--- src/rtl/vecmac_requant_packer_pkg.sv ---
// Shared widths, saturation limits and structs for the VECMAC requantizer/packer.
// Imported by the output interface, the result FIFO and the top module.
package vecmac_pkg;

    localparam int ACCUM_WIDTH = 32;
    localparam int OUT_WIDTH   = 8;
    localparam int PACK        = 4;
    localparam int MULT_WIDTH  = 16;
    localparam int SHIFT_WIDTH = 6;
    localparam int WORD_WIDTH  = PACK * OUT_WIDTH;
    localparam int COUNT_WIDTH = 3;
    localparam int PROD_WIDTH  = ACCUM_WIDTH + MULT_WIDTH;

    localparam logic signed [OUT_WIDTH-1:0] SAT_MAX = 8'sh7f;
    localparam logic signed [OUT_WIDTH-1:0] SAT_MIN = 8'sh80;

    typedef struct packed {
        logic signed [MULT_WIDTH-1:0] scale_mult;
        logic [SHIFT_WIDTH-1:0]       scale_shift;
        logic signed [OUT_WIDTH-1:0]  zero_point;
        logic                         relu_en;
    } requant_cfg_t;

    typedef struct packed {
        logic [WORD_WIDTH-1:0]  data;
        logic [COUNT_WIDTH-1:0] count;
    } out_word_t;

endpackage

--- src/rtl/vecmac_requant_packer_if.sv ---
// Ready/valid stream of packed int8 words leaving the requantizer.
// master = producer (the packer), slave = consumer (TTA bus or activation store).
interface vecmac_requant_packer_if;
    import vecmac_pkg::*;

    logic [WORD_WIDTH-1:0]  out_data;
    logic [COUNT_WIDTH-1:0] out_count;
    logic                   out_valid;
    logic                   out_ready;

    modport master (output out_data, output out_count, output out_valid, input out_ready);
    modport slave  (input out_data, input out_count, input out_valid, output out_ready);
endinterface

--- src/rtl/vecmac_result_fifo.sv ---
// First-word-fall-through FIFO with occupancy level; a push into a full FIFO
// that is not popped in the same cycle is dropped and reported on drop.
module vecmac_result_fifo #(
    parameter int  WIDTH = 35,
    parameter int  DEPTH = 8,
    localparam int AW    = $clog2(DEPTH)
) (
    input  logic             clk,
    input  logic             rst_n,
    input  logic             push,
    input  logic [WIDTH-1:0] push_data,
    input  logic             ready,
    output logic [WIDTH-1:0] rd_data,
    output logic             valid,
    output logic             full,
    output logic [AW:0]      level,
    output logic             drop
);
    logic [WIDTH-1:0] mem [DEPTH];
    logic [AW-1:0]    wr_ptr, rd_ptr;
    logic             do_push, do_pop;

    assign valid   = (level != '0);
    assign full    = (level == (AW+1)'(DEPTH));
    assign do_pop  = valid && ready;
    // A pop in the same cycle frees the slot, so a full FIFO can still accept.
    assign do_push = push && (!full || do_pop);
    assign drop    = push && full && !do_pop;
    assign rd_data = valid ? mem[rd_ptr] : '0;

    // NOTE: storage has no reset; occupancy is tracked by pointers and level,
    // and the read port is gated to zero while empty.
    always_ff @(posedge clk) begin
        if (do_push) mem[wr_ptr] <= push_data;
    end

    always_ff @(posedge clk or negedge rst_n) begin
        if (!rst_n) begin
            wr_ptr <= '0;
            rd_ptr <= '0;
            level  <= '0;
        end else begin
            if (do_push) wr_ptr <= wr_ptr + 1'b1;
            if (do_pop)  rd_ptr <= rd_ptr + 1'b1;
            case ({do_push, do_pop})
                2'b10:   level <= level + 1'b1;
                2'b01:   level <= level - 1'b1;
                default: level <= level;
            endcase
        end
    end
endmodule

--- src/rtl/vecmac_requant_packer.sv ---
// Requantizes VECMAC accumulator results to int8 (scale, round, shift, ReLU,
// zero point, saturate), packs lanes into 32-bit words and buffers them.
module vecmac_requant_packer
    import vecmac_pkg::*;
#(
    parameter int  FIFO_DEPTH = 8,
    localparam int LVL_W      = $clog2(FIFO_DEPTH) + 1
) (
    input  logic                          clk,
    input  logic                          rst_n,
    input  logic [ACCUM_WIDTH-1:0]        in_result,
    input  logic                          in_valid,
    input  logic [MULT_WIDTH-1:0]         scale_mult,
    input  logic [SHIFT_WIDTH-1:0]        scale_shift,
    input  logic [OUT_WIDTH-1:0]          zero_point,
    input  logic                          relu_en,
    input  logic                          flush,
    input  logic                          clear_status,
    vecmac_requant_packer_if.master       out_bus,
    output logic [LVL_W-1:0]              fifo_level,
    output logic                          overflow_sticky,
    output logic [15:0]                   sat_count
);
    localparam int RND_W = PROD_WIDTH + 1;  // room for the rounding bias
    localparam int VAL_W = RND_W + 1;       // room for the zero-point add
    localparam int IDX_W = $clog2(PACK);

    // R1: product and the config that belongs to it
    logic                          v1;
    logic signed [PROD_WIDTH-1:0]  prod1;
    requant_cfg_t                  cfg1;

    always_ff @(posedge clk or negedge rst_n) begin
        if (!rst_n) begin
            v1    <= 1'b0;
            prod1 <= '0;
            cfg1  <= '0;
        end else begin
            v1 <= in_valid;
            if (in_valid) begin
                prod1 <= PROD_WIDTH'($signed(in_result)) * PROD_WIDTH'($signed(scale_mult));
                cfg1  <= '{scale_mult, scale_shift, zero_point, relu_en};
            end
        end
    end

    // R2: round-half-up shift, ReLU, zero point, clamp
    logic signed [RND_W-1:0]     bias, rounded;
    logic signed [VAL_W-1:0]     shifted_zp;
    logic signed [OUT_WIDTH-1:0] lane_d;
    logic                        clamp_d;

    always_comb begin
        // NOTE: every combinational output gets a default first so no path
        // leaves it unassigned and a latch cannot be inferred.
        bias    = '0;
        clamp_d = 1'b0;
        if (cfg1.scale_shift != '0) bias = RND_W'(1) << (cfg1.scale_shift - 6'd1);
        rounded = (RND_W'(prod1) + bias) >>> cfg1.scale_shift;
        if (cfg1.relu_en && rounded < 0) rounded = '0;
        shifted_zp = VAL_W'(rounded) + VAL_W'(cfg1.zero_point);
        lane_d     = shifted_zp[OUT_WIDTH-1:0];
        if (shifted_zp > VAL_W'(SAT_MAX)) begin
            lane_d  = SAT_MAX;
            clamp_d = 1'b1;
        end else if (shifted_zp < VAL_W'(SAT_MIN)) begin
            lane_d  = SAT_MIN;
            clamp_d = 1'b1;
        end
    end

    logic                  v2;
    logic [OUT_WIDTH-1:0]  lane2;
    logic                  sat_evt;

    assign sat_evt = v1 && clamp_d;

    always_ff @(posedge clk or negedge rst_n) begin
        if (!rst_n) begin
            v2        <= 1'b0;
            lane2     <= '0;
            sat_count <= '0;
        end else begin
            v2    <= v1;
            lane2 <= lane_d;
            // A saturation in the same cycle as clear_status restarts at 1.
            if (sat_evt)           sat_count <= clear_status ? 16'd1
                                              : (sat_count == 16'hffff) ? sat_count : sat_count + 16'd1;
            else if (clear_status) sat_count <= '0;
        end
    end

    // R3: packer; a lane arriving with flush is included before the flush push
    logic [WORD_WIDTH-1:0]  pack_word, lane_word;
    logic [IDX_W-1:0]       lane_idx;
    logic [COUNT_WIDTH-1:0] fill;
    logic                   push_now, push_q;
    out_word_t              push_word_q;

    always_comb begin
        lane_word = pack_word;
        if (v2) lane_word[lane_idx*OUT_WIDTH +: OUT_WIDTH] = lane2;
        fill     = COUNT_WIDTH'(lane_idx) + COUNT_WIDTH'(v2);
        push_now = (fill == COUNT_WIDTH'(PACK)) || (flush && fill != '0);
    end

    always_ff @(posedge clk or negedge rst_n) begin
        if (!rst_n) begin
            pack_word   <= '0;
            lane_idx    <= '0;
            push_q      <= 1'b0;
            push_word_q <= '0;
        end else begin
            push_q      <= push_now;
            push_word_q <= '{lane_word, fill};
            if (push_now) begin
                pack_word <= '0;
                lane_idx  <= '0;
            end else begin
                pack_word <= lane_word;
                lane_idx  <= fill[IDX_W-1:0];
            end
        end
    end

    out_word_t fifo_rd;
    logic      fifo_full, fifo_drop;

    vecmac_result_fifo #(
        .WIDTH ($bits(out_word_t)),
        .DEPTH (FIFO_DEPTH)
    ) u_fifo (
        .clk       (clk),
        .rst_n     (rst_n),
        .push      (push_q),
        .push_data (push_word_q),
        .ready     (out_bus.out_ready),
        .rd_data   (fifo_rd),
        .valid     (out_bus.out_valid),
        .full      (fifo_full),
        .level     (fifo_level),
        .drop      (fifo_drop)
    );

    assign out_bus.out_data  = fifo_rd.data;
    assign out_bus.out_count = fifo_rd.count;

    always_ff @(posedge clk or negedge rst_n) begin
        if (!rst_n)            overflow_sticky <= 1'b0;
        else if (fifo_drop)    overflow_sticky <= 1'b1;
        else if (clear_status) overflow_sticky <= 1'b0;
    end
endmodule

--- src/flat_wrapper.sv ---
// flat-port wrapper written by rule: the top's interface ports become plain ports
module vecmac_requant_packer_flat import vecmac_pkg::*;
#(
    parameter int  FIFO_DEPTH = 8,
    localparam int LVL_W      = $clog2(FIFO_DEPTH) + 1
)
  (clk, rst_n, in_result, in_valid, scale_mult, scale_shift, zero_point, relu_en, flush, clear_status, fifo_level, overflow_sticky, sat_count, out_bus_out_data, out_bus_out_count, out_bus_out_valid, out_bus_out_ready);
  vecmac_requant_packer_if out_bus_i ();
  input  logic clk;
  input  logic rst_n;
  input  logic [ACCUM_WIDTH-1:0] in_result;
  input  logic in_valid;
  input  logic [MULT_WIDTH-1:0] scale_mult;
  input  logic [SHIFT_WIDTH-1:0] scale_shift;
  input  logic [OUT_WIDTH-1:0] zero_point;
  input  logic relu_en;
  input  logic flush;
  input  logic clear_status;
  output logic [LVL_W-1:0] fifo_level;
  output logic overflow_sticky;
  output logic [15:0] sat_count;
  output wire logic [$bits(out_bus_i.out_data)-1:0] out_bus_out_data;
  output wire logic [$bits(out_bus_i.out_count)-1:0] out_bus_out_count;
  output wire logic [$bits(out_bus_i.out_valid)-1:0] out_bus_out_valid;
  input wire logic [$bits(out_bus_i.out_ready)-1:0] out_bus_out_ready;
  assign out_bus_out_data = out_bus_i.out_data;
  assign out_bus_out_count = out_bus_i.out_count;
  assign out_bus_out_valid = out_bus_i.out_valid;
  assign out_bus_i.out_ready = out_bus_out_ready;
  vecmac_requant_packer #(.FIFO_DEPTH(FIFO_DEPTH)) u_core (.clk(clk), .rst_n(rst_n), .in_result(in_result), .in_valid(in_valid), .scale_mult(scale_mult), .scale_shift(scale_shift), .zero_point(zero_point), .relu_en(relu_en), .flush(flush), .clear_status(clear_status), .out_bus(out_bus_i), .fifo_level(fifo_level), .overflow_sticky(overflow_sticky), .sat_count(sat_count));
endmodule
--- config.mk ---
export PLATFORM = sky130hd
export DESIGN_NAME = vecmac_requant_packer_flat
export DESIGN_NICKNAME = d
export VERILOG_FILES = /design/src/rtl/vecmac_requant_packer_pkg.sv /design/src/rtl/vecmac_requant_packer_if.sv /design/src/rtl/vecmac_result_fifo.sv /design/src/rtl/vecmac_requant_packer.sv /design/src/flat_wrapper.sv
export SDC_FILE = /design/constraint.sdc
export NUM_CORES = 2
export LEC_CHECK = 0
export ABC_AREA = 1
export CORE_ASPECT_RATIO = 0.9
export CORE_MARGIN = 2
export CORE_UTILIZATION = 70
export CTS_CLUSTER_SIZE = 24
export DETAILED_ROUTE_END_ITERATION = 8
export GPL_ROUTABILITY_DRIVEN = 0
export GPL_TIMING_DRIVEN = 0
export PLACE_DENSITY = 0.89
export SYNTH_ARGS = -nofsm -noshare
export SYNTH_HDL_FRONTEND = slang
export SYNTH_SLANG_ARGS = --single-unit
--- constraint.sdc ---
create_clock -name clk -period 12 [get_ports clk]
set_clock_uncertainty 0.15 [all_clocks]
set_input_delay 2.4 -clock clk [delete_from_list [all_inputs] [get_ports clk]]
set_output_delay 2.4 -clock clk [all_outputs]
set_load 0.02 [all_outputs]
==> results.yml <==
clock_network:
  root_buffer: "clkbuf_16"
  clock_pin_slew_worst_setup_and_hold_paths_ns: 0.07
  cts_made_buffers: 42
  cts_tree: "built"
  clockBufferDepth: 3
  clk-insertion-delay-late_ns: 0.59
  holdBufCountCts: 0
  postCtsResizedCells: 0
  cts.repair_timing.setup_buffer_count: 0
  clock-sinks: 450
  cts.htree.levels: 2
critical_path:
  dominant_delay_contributor_by_cell_family_on_the_critical_path: "adder cells"
  cp_slowest_stage_delay_ns: 0.96
  end_kind: "register"
  r2r_setup_slack_ns: 1.98
  timing.setup.critical_path_class: "in -> reg"
  most_frequent_cell_on_the_critical_path: "fa_1"
  worst_ep_arrival_time_ns: 10.33
  worstRegToRegCells: 37
  cp.buffers_inverters: 6
  critical_path_peak_fanout: 10
  worstPathCellList: "clkdlybuf4s50_1, clkbuf_1, nand2_1, inv_1, fa_1, fa_1, inv_1, fa_1, inv_1, fa_1, fa_1, fa_1, ha_1, nand2_1, nor2_1, inv_1, nor4_1, o21ai_0, nand3_1, nand3_1, nand3_1, nand2_1, nand3_1, o21ai_0"
  crit_path_start_kind: "input pin"
  cp_slowest_cell: "fa_1"
  timing.rr.start: "u_core.cfg1[13]"
  critPathRequiredTime_ns: 12.29
  worst_r2r_endpoint: "u_core.sat_count[6]"
synth:
  synth_warnings: 0
  yosys.area.top_type_share: 0.206
  synth_top_cells_by_area: "fa_1 21%, edfxtp_1 18%, nand2_1 13%"
  postSynthRegisterBits: 450
  synthesis.instances: 6324
  yosysTopAreaCell: "fa_1"
  yosys_most_used_dff: "edfxtp_1"
  async_flop_share: 0.378
  yosysUniqueCellTypes: 52
  synth_common_cells: "1,612 x nand2_1, 1,186 x inv_1, 600 x nor2_1, 499 x nand3_1, 489 x fa_1"
  ys_seq_area_frac: 0.267
  synth_edf_count: 280
  syn_area_per_cell_um2: 7.51
  syn-num-nets: 7106
  post-synth-top-count-cell: "nand2_1"
  synth.cell_area_um2: 47500
timing:
  slew_viol_final: 0
  finalHoldViolations: 0
  setup_viol: 0
  timing.setup.tns_ns: 0
  fin_worst_hold_slack_ns: 0.251
  timing.final.ws_setup_ns: 1.96
  min_tclk_post_route_ns: 10.04
  rsz_0062_raised_after_global_routing: "no"
  post_route_fraction_of_the_period_consumed_by_the_critical_path: 0.837
  timing_worst_slew_pin_value_ns: 1.03
  slew_headroom: 0.314
  clock.fmax_ghz: 0.0996
status:
  outcome: "finished, violations left"
  violations: "design-rule violations"
flow_run:
  max-cap-violations: 0
detailed_routing:
  final_antenna_net_count: 0
  route.detailed.drc: 288
  route.final.wire_length_um: 154000
  dr.first_iter.drc_count: 7805
  router_iterations_before_antenna_repair: 9
  routed-via-count: 46500
  avgRoutedWirePerCell_um: 20.8
  drt-vias-per-instance: 6.28
final_layout:
  multi_input_comb_area_um2: 29500
  design.final.nets: 7281
  layout.area.seq_um2: 12700
  fraction_of_layout_instances_using_a_drive_strength_above_1: 0.0248
  final_util: 0.767
  areaGrowthSynthToFinish_pct: 8.45
  nFillCells: 4557
global_routing:
  grt_util_all_layers: 0.443
  grt_pass1_vias: 45600
  grt_overflow_total: 0
  wire_length_of_the_first_global_routing_pass_um: 240000
  initial_antenna_violation_count: 3
  grt_start_max_net_pins: 123
min_path:
  worst_hold_path_type: "reg -> reg"
  worstHoldEndpoint: "u_core.v2"
  timing.hold.worst.start: "u_core.v1"
  whs_path_depth: 0
die:
  floorplan.die_area_um2: 69900
  initial_core_util: 0.707
  die_x_um: 279
  pin_count: 126
  floorplan.core_area_um2: 67100
  floorplan.rows: 90
  die_h_um: 251
placed_design:
  port_buffers: 122
  dpl_worst_slack_ns: 1.61
  post-dp-hpwl_um: 120000
==> area by class of cell <==
class,instances,share of cell area
tap,874,0.0212
clock inverter,20,0.00452
sequential,450,0.246
multi-input combinational,4456,0.574
inverter,1197,0.0873
antenna,3,0.000146
buffer,221,0.0164
clock buffer,57,0.0229
timing repair buffer,131,0.0279
==> stage by stage <==
stage,instance area (um^2),instances
floorplan,47500,6324
global placement,49800,7320
detailed placement,50100,7329
CTS,51500,7406
global route,51500,7406
finish,51500,7409
==> sequential cells by signal, indices dropped and copies added, names as in the netlist, 4 cells and up <==
name / flops
u_core.cfg1: 15
u_core.lane2: 8
u_core.pack_word: 32
u_core.prod1: 48
u_core.push_word_q: 35
u_core.sat_count: 16
u_core.u_fifo.level: 4
u_core.u_fifo.mem: 280
==> layout by cell type, fill, tap and decap left out, drive strengths merged, types with 2 or more instances in the layout <==
master | netlist | layout
fa | 489 | 489
diode | 0 | 3
a31oi | 75 | 75
o21ai | 327 | 327
ha | 224 | 224
nor2 | 607 | 607
xnor2 | 39 | 39
or2 | 42 | 42
clkdlybuf4s50 | 0 | 121
buf | 38 | 48
mux2i | 2 | 2
o22ai | 52 | 52
nor3 | 35 | 35
o2111ai | 4 | 4
xor2 | 36 | 36
a21o | 10 | 10
clkinv | 9 | 23
nand4 | 54 | 54
a21oi | 234 | 234
and3 | 6 | 6
o21bai | 21 | 21
nand2 | 1628 | 1628
o21a | 7 | 7
edfxtp | 280 | 280
nand3 | 506 | 506
a211oi | 2 | 2
dfrtp | 170 | 170
clkbuf | 183 | 240
inv | 1188 | 1189
a21boi | 9 | 9
nor4 | 11 | 11
o221ai | 3 | 3
nand3b | 14 | 14
and2 | 3 | 3
nor3b | 2 | 2
o211ai | 9 | 9
bufinv | 0 | 4
==> logic make-up after synthesis <==
family | count (synthesis) | synth area share
compound gates | 758 | 0.0873
xor+xnor | 75 | 0.0138
fa+ha+maj | 713 | 0.265
buf+inv | 1418 | 0.112
flops | 450 | 0.267
mux | 2 | 0.000422
simple gates | 2908 | 0.254
==> routing by layer <==
layer,global-route usage,vias up,routed length [um],part of all wire
met4,0.202,2,8690,0.056
met3,0.158,873,25900,0.17
met5,0,-,46,0.00030
met2,0.675,4016,66700,0.43
met1,0.571,21400,53200,0.34
li1,-,20200,-,-
==> worst max-delay path by stage <==
stage,from,endpoint,cells after the start
2_1_floorplan,in_result[31],u_core.prod1[47],23
3_3_place_gp,rst_n,u_core.cfg1[0],1
3_5_place_dp,in_result[31],u_core.prod1[47],24
4_1_cts,in_result[31],u_core.prod1[47],24
5_1_grt,in_result[31],u_core.prod1[47],24
6_report,scale_mult[2],u_core.prod1[47],24
Power is not shown: default switching activity piles up to over one toggle a cycle in this logic, so the estimate is an artifact.
